File: src/rtl/if_fetch_stage.sv
// Instruction-fetch stage: PC register, next-PC selection and the IF/ID pipeline register.
// Optional misaligned-PC fault detection is compiled in when IF_MISALIGN_CHECK_EN is defined.
module if_fetch_stage #(
   parameter int unsigned     WORD      = 32,
   parameter logic [WORD-1:0] PC_RESET  = 32'h0000_0000,
   parameter int unsigned     MEM_BYTES = 168,
   parameter logic [WORD-1:0] NOP_WORD  = 32'h0000_0000
) (
   input  logic            clk,
   input  logic            reset,
   output logic [WORD-1:0] pc_out,
   input  logic [WORD-1:0] instr_in,
   input  logic            stall,
   input  logic            branch_taken,
   input  logic [WORD-1:0] branch_target,
   input  logic            jump,
   input  logic [WORD-1:0] jump_target,
   output logic [WORD-1:0] ifid_instr,
   output logic [WORD-1:0] ifid_pc4,
   output logic            ifid_valid,
   output logic            done
`ifdef IF_MISALIGN_CHECK_EN
   ,
   output logic            fetch_fault
`endif
);

   localparam logic [WORD-1:0] MEM_LIMIT = WORD'(MEM_BYTES);

   typedef enum logic {
      ST_FETCH = 1'b0,
      ST_END   = 1'b1
   } state_t;

   // What the stage does this cycle, resolved once so state and datapath agree.
   typedef enum logic [2:0] {
      ACT_HOLD,
      ACT_REDIRECT,
      ACT_PARK,
      ACT_FAULT,
      ACT_CAPTURE
   } action_t;

   state_t          state_q, state_d;
   logic [WORD-1:0] pc_q, pc_d;
   logic [WORD-1:0] instr_q, instr_d;
   logic [WORD-1:0] pc4_q, pc4_d;
   logic            valid_q, valid_d;
   logic            fault_q, fault_d;

   action_t         action;
   logic            redirect;
   logic [WORD-1:0] redirect_target;
   logic [WORD-1:0] pc_plus4;
   logic            pc_in_range;
   logic            pc_misaligned;

   assign redirect        = branch_taken | jump;
   assign redirect_target = jump ? jump_target : branch_target;
   assign pc_plus4        = pc_q + WORD'(4);
   assign pc_in_range     = (pc_q < MEM_LIMIT);

`ifdef IF_MISALIGN_CHECK_EN
   assign pc_misaligned = (pc_q[1:0] != 2'b00);
`else
   assign pc_misaligned = 1'b0;
`endif

   always_comb begin
      action = ACT_HOLD;
      if (stall) begin
         action = ACT_HOLD;
      end else if (redirect) begin
         action = ACT_REDIRECT;
      end else if (state_q == ST_END) begin
         action = ACT_PARK;
      end else if (pc_misaligned) begin
         action = ACT_FAULT;
      end else if (!pc_in_range) begin
         action = ACT_PARK;
      end else begin
         action = ACT_CAPTURE;
      end
   end

   // State register.
   always_ff @(posedge clk) begin
      if (reset) begin
         state_q <= ST_FETCH;
      end else begin
         state_q <= state_d;
      end
   end

   // Next-state logic.
   always_comb begin
      state_d = state_q;
      unique case (action)
         ACT_REDIRECT: state_d = ST_FETCH;
         ACT_PARK,
         ACT_FAULT:    state_d = ST_END;
         ACT_CAPTURE:  state_d = (pc_plus4 >= MEM_LIMIT) ? ST_END : ST_FETCH;
         default:      state_d = state_q;
      endcase
   end

   // Output logic: done is a pure function of the state.
   always_comb begin
      pc_out     = pc_q;
      ifid_instr = instr_q;
      ifid_pc4   = pc4_q;
      ifid_valid = valid_q;
      done       = (state_q == ST_END);
   end

`ifdef IF_MISALIGN_CHECK_EN
   assign fetch_fault = fault_q;
`endif

   // Datapath next values for PC, IF/ID and the sticky fault flag.
   always_comb begin
      pc_d    = pc_q;
      instr_d = instr_q;
      pc4_d   = pc4_q;
      valid_d = valid_q;
      fault_d = fault_q;
      unique case (action)
         ACT_REDIRECT: begin
            pc_d    = redirect_target;
            instr_d = NOP_WORD;
            pc4_d   = '0;
            valid_d = 1'b0;
         end
         ACT_PARK: begin
            instr_d = NOP_WORD;
            pc4_d   = '0;
            valid_d = 1'b0;
         end
         ACT_FAULT: begin
            instr_d = NOP_WORD;
            pc4_d   = '0;
            valid_d = 1'b0;
            fault_d = 1'b1;
         end
         ACT_CAPTURE: begin
            pc_d    = pc_plus4;
            instr_d = instr_in;
            pc4_d   = pc_plus4;
            valid_d = 1'b1;
         end
         default: begin
            pc_d = pc_q;
         end
      endcase
   end

   always_ff @(posedge clk) begin
      if (reset) begin
         pc_q    <= PC_RESET;
         instr_q <= NOP_WORD;
         pc4_q   <= '0;
         valid_q <= 1'b0;
         fault_q <= 1'b0;
      end else begin
         pc_q    <= pc_d;
         instr_q <= instr_d;
         pc4_q   <= pc4_d;
         valid_q <= valid_d;
         fault_q <= fault_d;
      end
   end

`ifndef IF_MISALIGN_CHECK_EN
   // Fault flag stays at its reset value when the check is compiled out.
   logic unused_fault;
   assign unused_fault = fault_q;
`endif

endmodule

File: config.mk
export PLATFORM = sky130hd
export DESIGN_NAME = if_fetch_stage
export DESIGN_NICKNAME = d
export VERILOG_FILES = /design/src/rtl/if_fetch_stage.sv
export SDC_FILE = /design/constraint.sdc
export NUM_CORES = 1
export LEC_CHECK = 0
export CAP_MARGIN = 20
export CORE_UTILIZATION = 30
export DETAILED_ROUTE_END_ITERATION = 8
export SYNTH_ARGS = -nofsm -noshare
export SYNTH_HDL_FRONTEND = slang
export SYNTH_SLANG_ARGS = --single-unit
File: constraint.sdc
create_clock -name clk -period 5.05 [get_ports clk]
set_clock_uncertainty 0.15 [all_clocks]
set_input_delay 0.505 -clock clk [delete_from_list [all_inputs] [get_ports clk]]
set_output_delay 0.505 -clock clk [all_outputs]
set_load 0.02 [all_outputs]
---- After elaboration in Yosys (flattened, before gate mapping) ----
Index checks and enable logic that the tools add are counted.
word-level totals
  logic and storage cells ................. 29
  output and inout port bits .............. 98
  input bits .............................. 101
  memories kept ........................... 0
  RAM bits ................................ 0
  bits in read-only memories .............. 0
  register bits after elaboration ......... 98
  bits in latches ......................... 0
operators by class
  $lt $le $gt $ge ......................... 2
  bitwise operators ....................... 1
  muxes and demuxes ....................... 11
  reductions and logical operators ........ 5
  multiply operators ...................... 0
  $add $sub $neg .......................... 1
  equal/unequal tests ..................... 4
  divide/modulo/power cells ............... 0
  shift-type cells ........................ 0
operators with widths
  cell                   number
  $pmux 32 s2            3
  $add 32x3->32 const B  1
  $ge 32x8->1 const B    1
  $lt 32x8->1 const B    1
  $mux 32                1
  $mux 3                 4
  $eq 3x2->1 const B     2
  $reduce_bool 2->1      2
  $eq 3x1->1 const B     1
  $eq 3x3->1 const B     1
  $pmux 1 s3             1
  $reduce_bool 3->1      1
  $reduce_or 3->1        1
  $pmux 1 s2             1
  $reduce_or 2->1        1
  $mux 1                 1
  $or 1x1->1             1

---- Longest topological paths before layout ----
Gate-level depths: netlist of the first run.
  depth after elaboration ................. 8
  gate-level depth with buffers ........... 8
  gate-level depth less buffers ........... 7

---- Worst setup path after synthesis of the first run ----
OpenSTA, ideal clock, no wires.
  path type ............................... input-to-reg
  start ................................... in stall
  end ..................................... reg pc_q[13], in the netlist pc_out[13]
  slack ................................... 3.215 ns
  required time ........................... 4.763 ns
  arrival time ............................ 1.547 ns
  setup time .............................. 0.137 ns
  stages on the path ...................... 7
  path buffers ............................ 3
  cell sequence ........................... buf_6 -> or3_4 -> nor3_2 -> or2_1 -> buf_2 -> buf_4 -> a211oi_1
between the ends
  cells in the longest elaborated chain, start to end .. 3
  elaborated cells between the ends (all ways) .. 5
  classes of those cells .................. eq/ne (2); mux (2); reduce/logical (1)
ends and longest elaborated chain
  item                                              RTL line  source
  start: declaration                                13        input logic stall,
  $mux 3 (*)                                        71        if (stall) begin
  $eq 3x3->1 or $eq 3x1->1 (tied branches)          127       unique case (action)
  $pmux 32 s2 or $reduce_bool 2->1 (tied branches)  -
  end signal: assignment                            165       pc_q <= pc_d;
  end: declaration                                  45        logic [WORD-1:0] pc_q, pc_d;
Every way passes the cells marked *; elsewhere a longest branch is shown, timed or not.
A chain may end at the register's enable or synchronous reset.

---- Final worst setup path of the first run ----
  start ................................... in branch_taken
  end ..................................... reg pc_q[2], in the netlist pc_out[2]
between the ends
  cells in the longest elaborated chain, start to end .. 5
  elaborated cells between the ends (all ways) .. 7
  classes of those cells .................. eq/ne (2); mux (3); bitwise (1); reduce/logical (1)
ends and longest elaborated chain
  item                                              RTL line  source
  start: declaration                                14        input logic branch_taken,
  $or 1x1->1 (*)                                    58        assign redirect = branch_taken | jump;
  $mux 3 (*)                                        73        end else if (redirect) begin
  $mux 3 (*)                                        71
  $eq 3x3->1 or $eq 3x1->1 (tied branches)          127
  $pmux 32 s2 or $reduce_bool 2->1 (tied branches)  -
Marked as above.

==> key figures, run 1 <==
STA
  • Crit path time final: 2.42 ns
  • Crit share post-route: 47.8%
  • Worst-Margin Slew: 0.726 ns
  • Max Slew Vio Count: 0
  • Final hold violations: 0
  • Worst rel slew slack: 51.5%
  • Max Clk Rate: 414 MHz
  • Hold slack: 0.310 ns
  • Setup TNS: 0 ns
  • Setup violators final: 0
  • RSZ-0062 raised after global routing: no

Flow run
  • Max Cap Violations: 0

Clock network
  • CTS Buf Count: 9
  • CTS root buf: clkbuf_16
  • TritonCTS clock tree: yes
  • Setup Fix Bufs, Post-CTS: 0
  • CTS Hold Buffers Added: 0
  • Clk_lat worst skew: 0.34 ns
  • Post-CTS Resized: 0
  • Clk slew on worst S/H paths: 0.07 ns
  • Sinks on Clock Net: 98
  • Clk buf depth: 2
  • CTS H-tree depth: 3

Floorplanning
  • DIE AREA: 13200 um2
  • Num ports: 199
  • Cell Rows: 40
  • Die height: 115 um
  • Core Footprint: 12200 um2
  • Initial Util: 31.4%
  • Chip width: 115 um

Synth
  • Area of the mapped netlist: 3830 um2
  • Most used DFF post-synth: dfxtp_1
  • Adder-cell share of the synthesized area: 0.653%
  • Synth Area in Compound Gates: 17.8%
  • Post-Synthesis Cells: 395
  • Synth warn: 0
  • EDFF count, synth: 0
  • Avg Synthesized Cell Area: 9.70 um2
  • Synth Area in XOR/XNOR: 0.686%
  • Largest family of logic cells by synthesized area: compound AO/OA/AOI/OAI gates
  • Synthesized net count: 498
  • Fraction of registers with async set/reset: 0%
  • Mux contribution to synthesized area: 7.61%
  • Synth Area in Simple Gates: 16.8%
  • Sequential fraction of the synthesis area: 51.2%
  • Netlist cell types: 42
  • #FFs+latches synth: 98

Route
  • Detail Route Antenna Nets: 0
  • Detailed Route Iter0 Violations: 155
  • Vias: 3503
  • DR pass1 iterations: 4
  • DRC: 0
  • Avg Vias per Cell: 4.67
  • Routed Wire Length: 10900 um
  • Wire length per cell: 14.6 um

Cells and area
  • Antenna cells: 0
  • Final instance area: 6200 um2
  • Register Area: 1960 um2
  • Final Util: 50.8%
  • Most frequent cells in the layout: clkdlybuf4s50_1 (195), dfxtp_1 (98), nor2_1 (75)
  • P&R area growth vs syn: 61.8%
  • Multi-input gate area: 1680 um2
  • Finished Layout Cells: 750
  • Nets: 680
  • # fillers: 1181
  • Commonest non-fill, non-tap cell in the layout: clkdlybuf4s50_1
  • Share of layout cells above drive strength 1: 6.01%

Critical path
  • Arr. time, crit path: 2.47 ns
  • Crit. End Element: register
  • Critical path type: in2reg
  • Crit path largest cell delay: 0.47 ns
  • CP cell instances: clkdlybuf4s50_1, or3_4, nor3_4, buf_4, nand3b_1, a31oi_1
  • Critical Path Source Type: input port
  • CP Buf/Inv Count: 2
  • Crit Reg-Reg Endpoint: pc_out[2]
  • CP delay by family, top: simple AND/OR/NAND/NOR gates
  • Reg-to-reg slack, setup: 2.68 ns
  • Critical Path RT: 5.10 ns
  • CP Max Fanout: 37
  • RR Startpoint: pc_out[17]
  • Reg2Reg Depth: 6
  • Slowest-stage cell, CP: clkdlybuf4s50_1

Min path
  • Min-Delay Startpoint: ifid_pc4[14]
  • Hold Crit Endpoint: ifid_pc4[14]
  • WHS Path Cells: 1
  • Hold crit path type: reg2reg

GRT
  • Wire length of the first global-routing pass: 17100 um
  • Gr ovfl total: 0
  • Vias in the first global route: 3371
  • Largest net degree at the start of global routing: 56
  • Antenna violations before repair: 0
  • Global Route Usage Sum: 16.6%

Placed design
  • Post-DP HPWL: 8030 um
  • PortBufs: 198
  • Routability congestion estimate: 0.736
  • Dpl cells: 733
  • Cell area after placement: 5870 um2

Power
  • Worst VDD drop: 0.000138 V
  • Pwr dens: 286 nW/um2
  • Leak: 2.30 nW

Outcome
  • Status: complete, no violations
-- synth_stat cells (all sizes together) (2+ instances only) --
cell type  count  area, um2
a211oi        28        215
o211ai         3       22.5
nand2b         3       18.8
dfxtp         98       1960
nor3           4       25.0
nor4           5       31.3
nand4          3       18.8
a211o          2       17.5
nand3b         3       22.5
nand2          8       32.5
nand3          2       10.0
and2          24        150
a21oi          8       47.6
a31oi          2       12.5
mux2i         28        280
inv            3       11.3
a22oi         42        315
clkbuf        16       60.1
nor2b          2       12.5
or2            3       18.8
a221oi         2       17.5
ha             2       25.0
xnor2          2       17.5
buf           17        128
nor2          76        288
-- stage by stage --
stage / worst slack, ns / total power, mW
2_1_floorplan: 3.22 / 0.942
3_3_place_gp: 2.26 / 1.08
3_5_place_dp: 2.19 / 1.08
4_1_cts: 2.55 / 1.80
5_1_grt: 2.47 / 1.85
6_report: 2.63 / 1.77
-- layer usage --
metal | global-route usage [%] | vias to the layer above | wire length [um]
li1 | - | 1772 | -
met1 | 21.7 | 1582 | 5040
met2 | 26.2 | 136 | 4980
met3 | 3.58 | 13 | 727
met4 | 7.45 | 0 | 163
met5 | 0 | - | 0
-- state kept, by name, indices dropped and copies added (netlist names) --
register    count
done            1
pc_out         32
ifid_instr     32
ifid_pc4       32
ifid_valid      1
-- where the power goes --
part           internal, mW  switching [mW]  total [mW]
Sequential            0.793          0.0232       0.816
Combinational         0.139           0.109       0.249
Clock                 0.404           0.303       0.706
-- cell type report --
class / count / share of cell area, %
tap: 168 / 3.39
multi-input combinational: 261 / 27.1
timing repair buffer: 204 / 32.6
sequential: 98 / 31.6
clock buffer: 10 / 3.85
clock inverter: 6 / 1.17
inverter: 3 / 0.182
-- how the worst max path moves through the flow --
stage	from	endpoint	cells after the start
6_report	branch_taken	pc_out[2]	6
5_1_grt	pc_out[17]	pc_out[2]	6
4_1_cts	jump	pc_out[3]	7
3_5_place_dp	jump	pc_out[3]	7
3_3_place_gp	jump	pc_out[3]	7
2_1_floorplan	stall	pc_out[13]	7
-- kinds of logic (layout without fill, tap and decap cells) --
| kind of cell | Yosys count | count (layout) |
|---|---|---|
| muxes | 29 | 29 |
| DFF | 98 | 98 |
| buffers and inverters | 36 | 223 |
| adders and majority gates | 2 | 2 |
| AOI/OAI and AO/OA | 92 | 92 |
| and+or+nand+nor | 135 | 135 |
| xor gates and xnor gates | 3 | 3 |
Power figures use the tool's default switching activity.
==> inputs of run 2 (changes only) <==
--- a/config.mk
+++ b/config.mk
@@ -8,6 +8,7 @@
 export CAP_MARGIN = 20
 export CORE_UTILIZATION = 30
 export DETAILED_ROUTE_END_ITERATION = 8
+export PLACE_DENSITY = 0.66
 export SYNTH_ARGS = -nofsm -noshare
 export SYNTH_HDL_FRONTEND = slang
 export SYNTH_SLANG_ARGS = --single-unit
==> constraint.sdc (replaced) <==
create_clock -name clk -period 2 [get_ports clk]
set_clock_uncertainty 0.15 [all_clocks]
set_input_delay 0.2 -clock clk [delete_from_list [all_inputs] [get_ports clk]]
set_output_delay 0.2 -clock clk [all_outputs]
set_load 0.02 [all_outputs]
==> key figures, run 2 (synthesis gave the netlist of run 1 again) <==
Placed design
  • Routability congestion estimate: 0.778
  • Dpl cells: 750
  • PortBufs: 198
  • Post-DP HPWL: 8610 um

GRT
  • Gr ovfl total: 0
  • Global Route Usage Sum: 16.7%
  • Wire length of the first global-routing pass: 17300 um
  • Vias in the first global route: 3534
  • Antenna violations before repair: 0
  • Largest net degree at the start of global routing: 55

Clock network
  • Clk slew on worst S/H paths: 0.07 ns
  • Sinks on Clock Net: 98
  • Clk buf depth: 2
  • CTS Hold Buffers Added: 0
  • CTS H-tree depth: 3
  • CTS Buf Count: 9
  • CTS root buf: clkbuf_16
  • Clk_lat worst skew: 0.34 ns
  • TritonCTS clock tree: yes

Cells and area
  • Nets: 698
  • Antenna cells: 0
  • Finished Layout Cells: 767
  • Commonest non-fill, non-tap cell in the layout: clkdlybuf4s50_1
  • P&R area growth vs syn: 67.2%
  • Share of layout cells above drive strength 1: 9.02%
  • # fillers: 1169
  • Most frequent cells in the layout: clkdlybuf4s50_1 (195), dfxtp_1 (98), nor2_1 (75)
  • Final Util: 52.5%

Route
  • Avg Vias per Cell: 4.74
  • Routed Wire Length: 11400 um
  • DRC: 0
  • DR pass1 iterations: 4
  • Wire length per cell: 14.8 um
  • Detailed Route Iter0 Violations: 173
  • Detail Route Antenna Nets: 0
  • Vias: 3639

Outcome
  • Status: complete, no violations

STA
  • Worst-Margin Slew: 0.395 ns
  • Max Slew Vio Count: 0
  • RSZ-0062 raised after global routing: yes
  • Final hold violations: 0
  • Max Clk Rate: 532 MHz
  • Crit share post-route: 93.9%
  • Hold slack: 0.0158 ns
  • Crit path time final: 1.88 ns
  • Setup violators final: 0
  • Worst rel slew slack: 73.6%
  • Setup TNS: 0 ns

Power
  • Pwr Total: 4.35 mW
  • Worst VDD drop: 0.000355 V
  • Leak: 2.41 nW
  • Pwr dens: 680 nW/um2

Critical path
  • Arr. time, crit path: 1.53 ns
  • CP Buf/Inv Count: 2
  • Slowest-stage cell, CP: clkdlybuf4s50_1
  • Crit path largest cell delay: 0.63 ns
  • CP Max Fanout: 6
  • CP cell instances: buf_4, clkdlybuf4s50_1
  • Critical path type: reg2out
  • Reg-to-reg slack, setup: 0.17 ns
  • CP delay by family, top: buffers and inverters
  • Critical Path RT: 1.65 ns
  • Crit. End Element: primary output
  • Critical Path Source Type: register

Flow run
  • Max Cap Violations: 0

Floorplanning
  • Die height: 115 um
  • Initial Util: 31.4%
  • Cell Rows: 40
  • Core Footprint: 12200 um2
  • Num ports: 199
  • Chip width: 115 um
  • DIE AREA: 13200 um2

Min path
  • Hold crit path type: in2reg
[run 2: area by class of cell]
class / count / area (um2) / share of cell area [%]
Clock buffer: 9 / 225 / 3.52
Multi-Input combinational cell: 261 / 1710 / 26.6
Timing Repair Buffer: 222 / 2240 / 35.0
Inverter: 3 / 11.3 / 0.176
Tap cell: 168 / 210 / 3.28
Sequential cell: 98 / 1960 / 30.6
Clock inverter: 6 / 51.3 / 0.801
[run 2: metrics by stage]
stage,cell area [um2],worst slack [ns]
2_1_floorplan,3830,0.174
3_3_place_gp,6070,-0.00139
3_5_place_dp,6070,-0.0565
4_1_cts,6360,0.00172
5_1_grt,6410,-0.00951
6_report,6410,0.121
[run 2: path summary, 6_finish.rpt]
check | start | cells past startpoint | endpoint
setup / recovery | pc_out[7] | 2 | pc_out[7]
hold / removal | reset | 2 | ifid_instr[18]
setup reg to reg | pc_out[24] | 7 | ifid_instr[27]
hold reg to reg | ifid_pc4[8] | 1 | ifid_pc4[8]
[run 2: power breakdown]
part	internal [mW]	leakage, nW	total [mW]	switching (mW)
logic	0.382	1.48	0.677	0.295
registers	2.00	0.796	2.05	0.0506
clock network	0.857	0.138	1.62	0.768
[run 2: per-layer routing]
layer | routed length (um) | global-route usage, % | vias to the layer above
met2 | 5420 | 29.5 | 152
li1 | - | - | 1804
met5 | 0 | 0 | -
met3 | 977 | 5.43 | 15
met4 | 205 | 6.67 | 0
met1 | 4740 | 18.7 | 1668
[run 2: repair_timing]
item / 4_1_cts / 5_1_grt
gates cloned: 0 / 1
endpoints found under the hold margin: 0 / 0
resized for setup: 1 / 3
setup buffers: 0 / 1
pin swaps: 0 / 3
endpoints found under the setup margin: 22 / 19
==> inputs of run 3 (changes only) <==
--- a/config.mk
+++ b/config.mk
@@ -8,7 +8,7 @@
 export CAP_MARGIN = 20
 export CORE_UTILIZATION = 30
 export DETAILED_ROUTE_END_ITERATION = 8
-export PLACE_DENSITY = 0.66
+export PLACE_DENSITY = 0.68
 export SYNTH_ARGS = -nofsm -noshare
 export SYNTH_HDL_FRONTEND = slang
 export SYNTH_SLANG_ARGS = --single-unit
==> key figures, run 3 (synthesis gave the netlist of run 1 again) <==
Floorplanning
  • Core Footprint: 12200 um2
  • Initial Util: 31.4%
  • Die height: 115 um
  • Chip width: 115 um
  • Cell Rows: 40
  • DIE AREA: 13200 um2
  • Num ports: 199

STA
  • Max Slew Vio Count: 0
  • Setup violators final: 0
  • Worst-Margin Slew: 0.461 ns
  • RSZ-0062 raised after global routing: no
  • Hold slack: 0.0263 ns
  • Crit share post-route: 97.4%
  • Worst rel slew slack: 69.2%
  • Final hold violations: 0
  • Max Clk Rate: 513 MHz
  • Crit path time final: 1.95 ns

Route
  • Detail Route Antenna Nets: 0
  • Top Layer Used: met4
  • Routed Wire Length: 10800 um
  • DR pass1 iterations: 4
  • Wire length per cell: 14.1 um
  • DRC: 0
  • Routed wl met3: 823 um
  • Avg Vias per Cell: 4.68
  • WL met2: 4910 um
  • WL met1: 4850 um
  • Detailed Route Iter0 Violations: 188
  • Vias: 3586

Placed design
  • Post-DP HPWL: 8270 um
  • PortBufs: 198
  • Routability congestion estimate: 0.793
  • Cell area after placement: 6060 um2

Clock network
  • Clk slew on worst S/H paths: 0.07 ns
  • CTS Hold Buffers Added: 0
  • Clk_lat worst skew: 0.34 ns
  • CTS root buf: clkbuf_16
  • Setup Fix Bufs, Post-CTS: 0
  • CTS Buf Count: 9
  • TritonCTS clock tree: yes
  • CTS H-tree depth: 3
  • Sinks on Clock Net: 98
  • Clk buf depth: 2

Critical path
  • Crit path largest cell delay: 0.65 ns
  • CP delay by family, top: buffers and inverters
  • CP Max Fanout: 6
  • Critical path type: reg2out
  • Critical Path Source Type: register
  • Arr. time, crit path: 1.60 ns
  • CP Buf/Inv Count: 2
  • CP cell instances: buf_4, clkdlybuf4s50_1
  • Slowest-stage cell, CP: clkdlybuf4s50_1
  • Critical Path RT: 1.65 ns
  • Crit. End Element: primary output

Cells and area
  • Commonest non-fill, non-tap cell in the layout: clkdlybuf4s50_1
  • Final Util: 52.5%
  • P&R area growth vs syn: 67.4%
  • Register Area: 1960 um2
  • Antenna cells: 0
  • # fillers: 1146
  • Most frequent cells in the layout: clkdlybuf4s50_1 (195), dfxtp_1 (98), nor2_1 (75)
  • Nets: 696
  • Final instance area: 6410 um2
  • Share of layout cells above drive strength 1: 9.03%
  • Multi-input gate area: 1710 um2

GRT
  • Global Route Usage Sum: 16.4%
  • Antenna violations before repair: 0
  • Vias in the first global route: 3439
  • Wire length of the first global-routing pass: 16800 um
  • Gr ovfl total: 0
  • Largest net degree at the start of global routing: 45

Power
  • Pwr Total: 4.58 mW
  • Pwr dens: 715 nW/um2
  • Leak: 2.41 nW
  • Worst VDD drop: 0.000430 V

Outcome
  • Status: complete, no violations

Min path
  • Hold crit path type: in2reg

Flow run
  • Max Cap Violations: 0
## run 3: cell count changes in the layout (fill, tap and decap cells not counted), sizes merged
cell,previous run,this run
inv,6,5
clkinv,3,1
clkbuf,10,9
buf,26,25
clkinvlp,0,2
bufinv,0,2
## run 3: worst paths after layout
path | start | to | slack [ns] | cells after the start
setup reg to reg | pc_out[3] | done | 0.14 | 6
hold / removal | reset | ifid_instr[29] | 0.03 | 2
setup / recovery | pc_out[7] | pc_out[7] | 0.05 | 2
hold reg to reg | ifid_pc4[10] | ifid_pc4[10] | 0.31 | 1
## run 3: final cells by class
| class | instances | area share (%) |
|---|---|---|
| Timing Repair Buffer | 220 | 34.2 |
| Sequential cell | 98 | 30.6 |
| Multi-Input combinational cell | 261 | 26.7 |
| Clock buffer | 9 | 3.51 |
| Tap cell | 168 | 3.28 |
| Clock inverter | 7 | 1.56 |
| Inverter | 3 | 0.176 |
## run 3: layer usage
metal | up-vias | GRT usage (%)
li1 | 1801 | -
met1 | 1617 | 20.0
met5 | - | 0
met4 | 0 | 7.27
met3 | 17 | 3.74
met2 | 151 | 27.8
## run 3: where the power goes
| group | switching, mW | leakage (nW) | internal [mW] | total, mW |
|---|---|---|---|---|
| Sequential | 0.0515 | 0.796 | 2.00 | 2.05 |
| Clock | 0.751 | 0.154 | 1.11 | 1.86 |
| Combinational | 0.291 | 1.46 | 0.380 | 0.671 |
## run 3: through the flow
stage	std cells	TNS (ns)	setup slack (ns)
floorplan	395	0	0.174
global placement	750	0	0.00474
detailed placement	750	-0.0614	-0.0142
CTS	766	0	0.0493
global route	766	0	0.000115
finish	766	0	0.0521
## run 3: what timing repair did
action                     in CTS  in global routing
setup endpoints to repair      27                 25
pin swaps                       0                  3
resized for setup               1                  3
